--- src/rtl/alu_cmd_master_pkg.sv ---
// Shared types and helpers for the ALU command master.
// Latency: n/a (types, constants and a combinational function only).
// Backpressure: n/a.
//
// Contents: opcode enum, FSM state enum, cmd_data field layout, tag queue
// sizing, and the 9-bit expected-result function used for response checks.
package alu_cmd_master_pkg;

    localparam int OP_W   = 2;
    localparam int OPND_W = 4;
    localparam int RES_W  = 9;
    localparam int CMD_W  = OP_W + 2 * OPND_W;

    // cmd_data layout: [9:8] op, [7:4] B, [3:0] A
    localparam int CMD_A_LSB  = 0;
    localparam int CMD_B_LSB  = CMD_A_LSB + OPND_W;
    localparam int CMD_OP_LSB = CMD_B_LSB + OPND_W;

    localparam int TAGQ_DEPTH = 8;
    localparam int TAGQ_CNT_W = 4;

    typedef enum logic [OP_W-1:0] {
        OP_ADD = 2'd0,
        OP_SUB = 2'd1,
        OP_MUL = 2'd2,
        OP_DIV = 2'd3
    } alu_op_e;

    typedef enum logic [1:0] {
        ST_IDLE   = 2'd0,
        ST_ACTIVE = 2'd1,
        ST_FAULT  = 2'd2
    } mst_state_e;

    // Reference result for a tagged command. Subtraction wraps mod 512;
    // division by zero yields 0 here but is never compared (see alu_skip_check).
    function automatic logic [RES_W-1:0] alu_expected(
        input logic [OP_W-1:0]   op,
        input logic [OPND_W-1:0] a,
        input logic [OPND_W-1:0] b
    );
        logic [RES_W-1:0] ea;
        logic [RES_W-1:0] eb;
        logic [RES_W-1:0] r;
        ea = RES_W'(a);
        eb = RES_W'(b);
        case (op)
            OP_ADD:  r = ea + eb;
            OP_SUB:  r = ea - eb;
            OP_MUL:  r = ea * eb;
            OP_DIV:  r = (b == '0) ? '0 : (ea / eb);
            default: r = '0;
        endcase
        return r;
    endfunction

    function automatic logic alu_skip_check(
        input logic [OP_W-1:0]   op,
        input logic [OPND_W-1:0] b
    );
        return (op == OP_DIV) && (b == '0);
    endfunction

endpackage

--- src/rtl/alu_tag_queue.sv ---
// In-order tag FIFO holding issued commands until their responses return.
// Latency: push visible at head the cycle after; head is combinational from storage.
// Backpressure: push ignored when full, pop ignored when empty; caller gates both.
//
// Ports: clk/reset, i_push + i_push_dat, i_pop, o_head (oldest entry), o_count.
// DEPTH must be a power of two so the pointers wrap naturally.
module alu_tag_queue #(
    parameter int DEPTH = 8,
    parameter int W     = 10
) (
    input  logic                         clk,
    input  logic                         reset,
    input  logic                         i_push,
    input  logic [W-1:0]                 i_push_dat,
    input  logic                         i_pop,
    output logic [W-1:0]                 o_head,
    output logic [$clog2(DEPTH+1)-1:0]   o_count
);

    localparam int PTR_W = $clog2(DEPTH);
    localparam int CNT_W = $clog2(DEPTH + 1);

    logic [W-1:0]     r_mem [DEPTH];
    logic [PTR_W-1:0] r_wr_ptr;
    logic [PTR_W-1:0] r_rd_ptr;
    logic [CNT_W-1:0] r_count;

    logic w_push_ok;
    logic w_pop_ok;

    assign w_push_ok = i_push && (r_count != CNT_W'(DEPTH));
    assign w_pop_ok  = i_pop  && (r_count != '0);

    always_ff @(posedge clk or posedge reset) begin
        if (reset) begin
            r_wr_ptr <= '0;
            r_rd_ptr <= '0;
            r_count  <= '0;
        end else begin
            if (w_push_ok) r_wr_ptr <= r_wr_ptr + PTR_W'(1);
            if (w_pop_ok)  r_rd_ptr <= r_rd_ptr + PTR_W'(1);
            case ({w_push_ok, w_pop_ok})
                2'b10:   r_count <= r_count + CNT_W'(1);
                2'b01:   r_count <= r_count - CNT_W'(1);
                default: r_count <= r_count;
            endcase
        end
    end

    // Storage needs no reset: entries are only read while counted valid.
    always_ff @(posedge clk) begin
        if (w_push_ok) r_mem[r_wr_ptr] <= i_push_dat;
    end

    assign o_head  = r_mem[r_rd_ptr];
    assign o_count = r_count;

endmodule

--- src/rtl/alu_cmd_master.sv ---
// Issues host ALU commands with a credit limit, checks returned results in order.
// Latency: host->cmd 1 cycle; rsp->out 1 cycle.
// Backpressure: valid/ready on all three sides; rsp_ready follows out_ready.
//
// Ports: host_* (request in), cmd_* (command out), rsp_* (result in),
// out_* (checked result out), outstanding count, sticky timeout/proto/mismatch flags.
import alu_cmd_master_pkg::*;

module alu_cmd_master #(
    parameter int MAX_OUTSTANDING = 7,
    parameter int TIMEOUT_CYCLES  = 64
) (
    input  logic             clk,
    input  logic             reset,
    input  logic             host_valid,
    output logic             host_ready,
    input  logic [1:0]       host_op,
    input  logic [3:0]       host_a,
    input  logic [3:0]       host_b,
    output logic [9:0]       cmd_data,
    output logic             cmd_valid,
    input  logic             cmd_ready,
    input  logic [8:0]       rsp_data,
    input  logic             rsp_valid,
    output logic             rsp_ready,
    output logic [8:0]       out_result,
    output logic [1:0]       out_op,
    output logic             out_mismatch,
    output logic             out_valid,
    input  logic             out_ready,
    output logic [2:0]       outstanding,
    output logic             timeout_err,
    output logic             proto_err,
    output logic             mismatch_err
);

    localparam int TMR_W = $clog2(TIMEOUT_CYCLES + 1);

    logic                   r_cmd_valid;
    logic [CMD_W-1:0]       r_cmd_data;
    logic                   r_out_valid;
    logic                   r_out_mismatch;
    logic [RES_W-1:0]       r_out_result;
    logic [OP_W-1:0]        r_out_op;
    logic                   r_timeout_err;
    logic                   r_proto_err;
    logic                   r_mismatch_err;
    logic [TMR_W-1:0]       r_timer;
    mst_state_e             r_state;
    mst_state_e             w_state_next;

    logic [CMD_W-1:0]       w_q_head;
    logic [TAGQ_CNT_W-1:0]  w_q_count;
    logic [TAGQ_CNT_W-1:0]  w_q_count_next;
    logic [TAGQ_CNT_W-1:0]  w_inflight;
    logic                   w_host_ready;
    logic                   w_rsp_ready;
    logic                   w_host_fire;
    logic                   w_cmd_fire;
    logic                   w_rsp_fire;
    logic                   w_rsp_tagged;
    logic                   w_rsp_orphan;
    logic [OP_W-1:0]        w_tag_op;
    logic [OPND_W-1:0]      w_tag_a;
    logic [OPND_W-1:0]      w_tag_b;
    logic [RES_W-1:0]       w_expected;
    logic                   w_mismatch;
    logic                   w_tmr_clear;
    logic                   w_timeout_set;

    // A command parked in the output register is counted against the credit
    // limit; otherwise a new host request accepted while it drains would push
    // the outstanding count one past MAX_OUTSTANDING.
    assign w_inflight   = w_q_count + TAGQ_CNT_W'(r_cmd_valid);
    assign w_host_ready = !reset && (!r_cmd_valid || cmd_ready)
                          && (w_inflight < TAGQ_CNT_W'(MAX_OUTSTANDING))
                          && (r_state != ST_FAULT);
    assign w_rsp_ready  = !reset && (!r_out_valid || out_ready);

    assign w_host_fire  = host_valid && w_host_ready;
    assign w_cmd_fire   = r_cmd_valid && cmd_ready;
    assign w_rsp_fire   = rsp_valid && w_rsp_ready;
    assign w_rsp_tagged = w_rsp_fire && (w_q_count != '0);
    assign w_rsp_orphan = w_rsp_fire && (w_q_count == '0);

    assign w_q_count_next = w_q_count + TAGQ_CNT_W'(w_cmd_fire) - TAGQ_CNT_W'(w_rsp_tagged);

    alu_tag_queue #(
        .DEPTH (TAGQ_DEPTH),
        .W     (CMD_W)
    ) u_tag_q (
        .clk        (clk),
        .reset      (reset),
        .i_push     (w_cmd_fire),
        .i_push_dat (r_cmd_data),
        .i_pop      (w_rsp_tagged),
        .o_head     (w_q_head),
        .o_count    (w_q_count)
    );

    assign w_tag_op   = w_q_head[CMD_OP_LSB +: OP_W];
    assign w_tag_b    = w_q_head[CMD_B_LSB  +: OPND_W];
    assign w_tag_a    = w_q_head[CMD_A_LSB  +: OPND_W];
    assign w_expected = alu_expected(w_tag_op, w_tag_a, w_tag_b);
    assign w_mismatch = !alu_skip_check(w_tag_op, w_tag_b) && (rsp_data != w_expected);

    // Timer saturates at TIMEOUT_CYCLES; the flag is raised on the edge it gets there.
    assign w_tmr_clear   = w_rsp_fire || (w_q_count == '0);
    assign w_timeout_set = !w_tmr_clear && (r_timer == TMR_W'(TIMEOUT_CYCLES - 1));

    always_ff @(posedge clk or posedge reset) begin
        if (reset) begin
            r_timer <= '0;
        end else if (w_tmr_clear) begin
            r_timer <= '0;
        end else if (r_timer != TMR_W'(TIMEOUT_CYCLES)) begin
            r_timer <= r_timer + TMR_W'(1);
        end
    end

    always_ff @(posedge clk or posedge reset) begin
        if (reset) begin
            r_state <= ST_IDLE;
        end else begin
            r_state <= w_state_next;
        end
    end

    // Fault entry uses the same-cycle set conditions so state and flag move together.
    always_comb begin
        w_state_next = r_state;
        case (r_state)
            ST_FAULT: w_state_next = ST_FAULT;
            default: begin
                if (w_timeout_set || w_rsp_orphan) begin
                    w_state_next = ST_FAULT;
                end else if (w_q_count_next != '0) begin
                    w_state_next = ST_ACTIVE;
                end else begin
                    w_state_next = ST_IDLE;
                end
            end
        endcase
    end

    always_ff @(posedge clk or posedge reset) begin
        if (reset) begin
            r_cmd_valid    <= 1'b0;
            r_cmd_data     <= '0;
            r_out_valid    <= 1'b0;
            r_out_result   <= '0;
            r_out_op       <= '0;
            r_out_mismatch <= 1'b0;
            r_timeout_err  <= 1'b0;
            r_proto_err    <= 1'b0;
            r_mismatch_err <= 1'b0;
        end else begin
            if (w_host_fire) begin
                r_cmd_data  <= {host_op, host_b, host_a};
                r_cmd_valid <= 1'b1;
            end else if (w_cmd_fire) begin
                r_cmd_valid <= 1'b0;
            end

            if (w_rsp_tagged) begin
                r_out_valid    <= 1'b1;
                r_out_result   <= rsp_data;
                r_out_op       <= w_tag_op;
                r_out_mismatch <= w_mismatch;
            end else if (r_out_valid && out_ready) begin
                r_out_valid    <= 1'b0;
                r_out_mismatch <= 1'b0;
            end

            if (w_rsp_tagged && w_mismatch) r_mismatch_err <= 1'b1;
            if (w_rsp_orphan)               r_proto_err    <= 1'b1;
            if (w_timeout_set)              r_timeout_err  <= 1'b1;
        end
    end

    assign host_ready   = w_host_ready;
    assign rsp_ready    = w_rsp_ready;
    assign cmd_valid    = r_cmd_valid;
    assign cmd_data     = r_cmd_data;
    assign out_valid    = r_out_valid;
    assign out_result   = r_out_result;
    assign out_op       = r_out_op;
    assign out_mismatch = r_out_mismatch;
    assign outstanding  = w_q_count[2:0];
    assign timeout_err  = r_timeout_err;
    assign proto_err    = r_proto_err;
    assign mismatch_err = r_mismatch_err;

endmodule

--- config.mk ---
export PLATFORM = sky130hd
export DESIGN_NAME = alu_cmd_master
export DESIGN_NICKNAME = d
export VERILOG_FILES = /design/src/rtl/alu_cmd_master_pkg.sv /design/src/rtl/alu_tag_queue.sv /design/src/rtl/alu_cmd_master.sv
export SDC_FILE = /design/constraint.sdc
export NUM_CORES = 1
export LEC_CHECK = 0
export CORE_MARGIN = 4
export CORE_UTILIZATION = 45
export CTS_BUF_LIST = sky130_fd_sc_hd__clkbuf_8
export DETAILED_ROUTE_END_ITERATION = 7
export DONT_BUFFER_PORTS = 1
export SLEW_MARGIN = 5
export SYNTH_ARGS = -nofsm -noshare
export SYNTH_HDL_FRONTEND = slang
export SYNTH_SLANG_ARGS = --single-unit
--- constraint.sdc ---
create_clock -name clk -period 12.9 [get_ports clk]
set_clock_uncertainty 0.2 [all_clocks]
set_input_delay 0.645 -clock clk [delete_from_list [all_inputs] [get_ports clk]]
set_output_delay 0.645 -clock clk [all_outputs]
set_load 0.02 [all_outputs]
==> reports/results.ini <==
[logic_synthesis]
synth-compound-area-share_pct=11.0
netlist_top_cells_area=edfxtp_1 (30%), dfrtp_1 (14%), ha_1 (11%), mux4_2 (4.5%), nor2_1 (3.1%)
syn_inst=713
yosys.area_share.simple_pct=13.8
yosysTopAreaCellShare_pct=30.2
yosysTopAreaCell=edfxtp_1
yosys.cell_types.count=74
synth_edf_count=80
yosysWarnings=0
ys_seq_area_share_pct=44.6
synth_area_um2=7970
synth_mux_area_share_pct=10.7
synth-seq-cells=126
synthAdderAreaFrac_pct=12.7
synthArstFlopShare_pct=36.5
avgSynthCellArea_um2=11.2
synthXorXnorAreaFrac_pct=3.85
synth_top_family_by_area=simple AND/OR/NAND/NOR gates
ys.flop_type=edfxtp_1

[routing]
vias=5575
vias_per_cell=5.71
routed_wirelength_um=18100
ant_nets=0
drc=0
first_pass_iters=4
wl_per_cell_um=18.6
drtIter0Drc=350

[sta]
fin_crit_ps=12210
finalSetupTns_ps=0
slew_headroom_pct=20.2
min_period_over_period_pct=94.6
worst_hold_slack_ps=108
final-hold-violation-count=0
timing.fmax_mhz=81.9
setup_viol=0
tightest_slew_ps=1190
slew_viol_final=0

[worst_setup_path]
crit_required_ps=13010
setup.worst_path.end_class=flop
cp_top_family=compound AO/OA/AOI/OAI gates
path_common_cell=ha_1
path_max_fanout=9
crit_path_top_delay_cell=dfrtp_2
crit_arrival_ps=12320
worstSetupPathType=flop to flop
crit_path_max_incr_delay_ps=480
critPathLaunchType=flop
crit_buf_inv=1

[floorplan]
core_um2=17300
die_w_um=141
row_count=48
die_y_um=141
die_area_um2=19900
ios=57
start_util_pct=46.1

[finish]
final_util_pct=50.6
final_area_um2=8750
layout.nets=839
diodes=0
final_common_cell=edfxtp_1
area_growth_pct=9.86
final_cell_mix=edfxtp_1 (80), ha_1 (68), nor2_1 (66)
n_fill_cell=1562
drive_above_1_share_pct=15.3

[power_and_ir_drop]
p_sw_w=0.000715
internal-power_w=0.00105
peakVddDrop_mv=0.201
sequentialPowerShare_pct=29.6
p_leak_nw=3.82
clockPowerShare_pct=19.7
switching_share_pct=40.6
combPwrFrac_pct=50.7
p_per_area_nw_per_um2=201

[clock_tree]
cts_tree=built
clkTransAtPathRegs_ps=80
insertion_delay_ps=440
hold_buffers=0
htree_levels=4
numCtsBuffers=17
clock_path_buffers=2
clkSinkCount=126
cts-root-buf=clkbuf_8

[global_routing]
antenna_found_initial=0
track_usage_pct=18.5
grt_pass1_wl_um=29000
gr-total-overflow=0
grt_max_degree=47
grt_pass1_vias=5649

[place]
dp_hpwl_um=13600
gp_congestion=0.884
portBuffers=0
place_area_um2=8260

[run]
max_cap_violations=0

[min_path]
hold_path_class=input pin to flop

[outcome]
status=finished, final reports clean

## cells in the mapped netlist (6+ instances only)
cell type / instances
dfrtp_1: 46
or3_1: 8
inv_1: 38
nand2_1: 61
ha_1: 68
nand4_1: 6
o21ai_0: 21
nor3_1: 24
a21oi_1: 34
xnor2_1: 22
mux2_2: 17
nand3_1: 14
nor2_1: 66
edfxtp_1: 80
mux2i_1: 23
mux4_2: 16
nand2b_1: 16
fa_1: 8
a21o_1: 8
o21a_1: 14
o211ai_1: 8
xor2_1: 13
## cell type report
| class | instances | area [µm²] | area share, % |
|---|---|---|---|
| Clock buffer | 17 | 234 | 2.67 |
| Timing Repair Buffer | 20 | 150 | 1.72 |
| Tap cell | 225 | 282 | 3.22 |
| Clock inverter | 15 | 171 | 1.96 |
| Sequential cell | 126 | 3550 | 40.6 |
| Multi-Input combinational cell | 534 | 4220 | 48.2 |
| Inverter | 39 | 146 | 1.67 |
## logic make-up (layout without fill, tap and decap cells)
family,count (synthesis),count (layout)
and+or+nand+nor,230,230
AOI/OAI and AO/OA,128,128
DFF,126,126
adders and majority gates,76,76
muxes,60,60
buffers and inverters,57,91
xor gates and xnor gates,35,35
other,1,5
## power groups by stage
| stage | combinational (W) | sequential, W | clock, W |
|---|---|---|---|
| after CTS | 0.000856 | 0.000522 | 0.000355 |
| final | 0.000893 | 0.000521 | 0.000347 |
| after global routing | 0.000990 | 0.000526 | 0.000374 |
| after detailed placement | 0.000852 | 0.000530 | 0 |
| after floorplan | 0.000704 | 0.000507 | 0 |
| after global placement | 0.000831 | 0.000529 | 0 |
## state kept, by name, indices dropped and copies added, names as in the netlist
| register | flops |
|---|---|
| cmd_valid | 1 |
| r_timer | 7 |
| out_result | 9 |
| u_tag_q.o_count | 4 |
| out_op | 2 |
| mismatch_err | 1 |
| r_state | 2 |
| u_tag_q.r_wr_ptr | 3 |
| timeout_err | 1 |
| u_tag_q.r_rd_ptr | 3 |
| cmd_data | 10 |
| out_mismatch | 1 |
| out_valid | 1 |
| proto_err | 1 |
| u_tag_q.r_mem | 80 |
## repair_timing
| item | 4_1_cts | 5_1_grt |
|---|---|---|
| resized for setup | 0 | 15 |
| endpoints found under the setup margin | 0 | 2 |
| buffers inserted | 0 | 5 |
## per-stage QoR
step	total power [W]	instances	worst slack [ps]
floorplan	0.00121	717	223
CTS	0.00173	971	379
detailed placement	0.00138	939	412
global route	0.00189	976	-78.9
global placement	0.00136	939	819
finish	0.00176	976	690
## path summary, 6_finish.rpt
check                                           end  cells past startpoint  slack [ps]                 from
worst max-delay path                   out_mismatch                     54         690  u_tag_q.r_rd_ptr[1]
worst min-delay path                  out_result[4]                      2         110          rsp_data[4]
worst max register to register         out_mismatch                     54         690  u_tag_q.r_rd_ptr[1]
worst min register to register  u_tag_q.r_wr_ptr[0]                      1         320  u_tag_q.r_wr_ptr[0]
max in group asynchronous       u_tag_q.r_rd_ptr[1]                      1       11690                reset
min in group asynchronous             out_result[6]                      1         120                reset
## routing by layer
metal	share of wire (%)	GRT usage [%]	vias to the layer above
met3	4.0	3.97	35
met1	43	23.4	2751
met4	2.8	7.04	0
met5	0	0	-
li1	-	-	2672
met2	50	31.2	117
No activity file was read; power rests on OpenSTA's default activity.
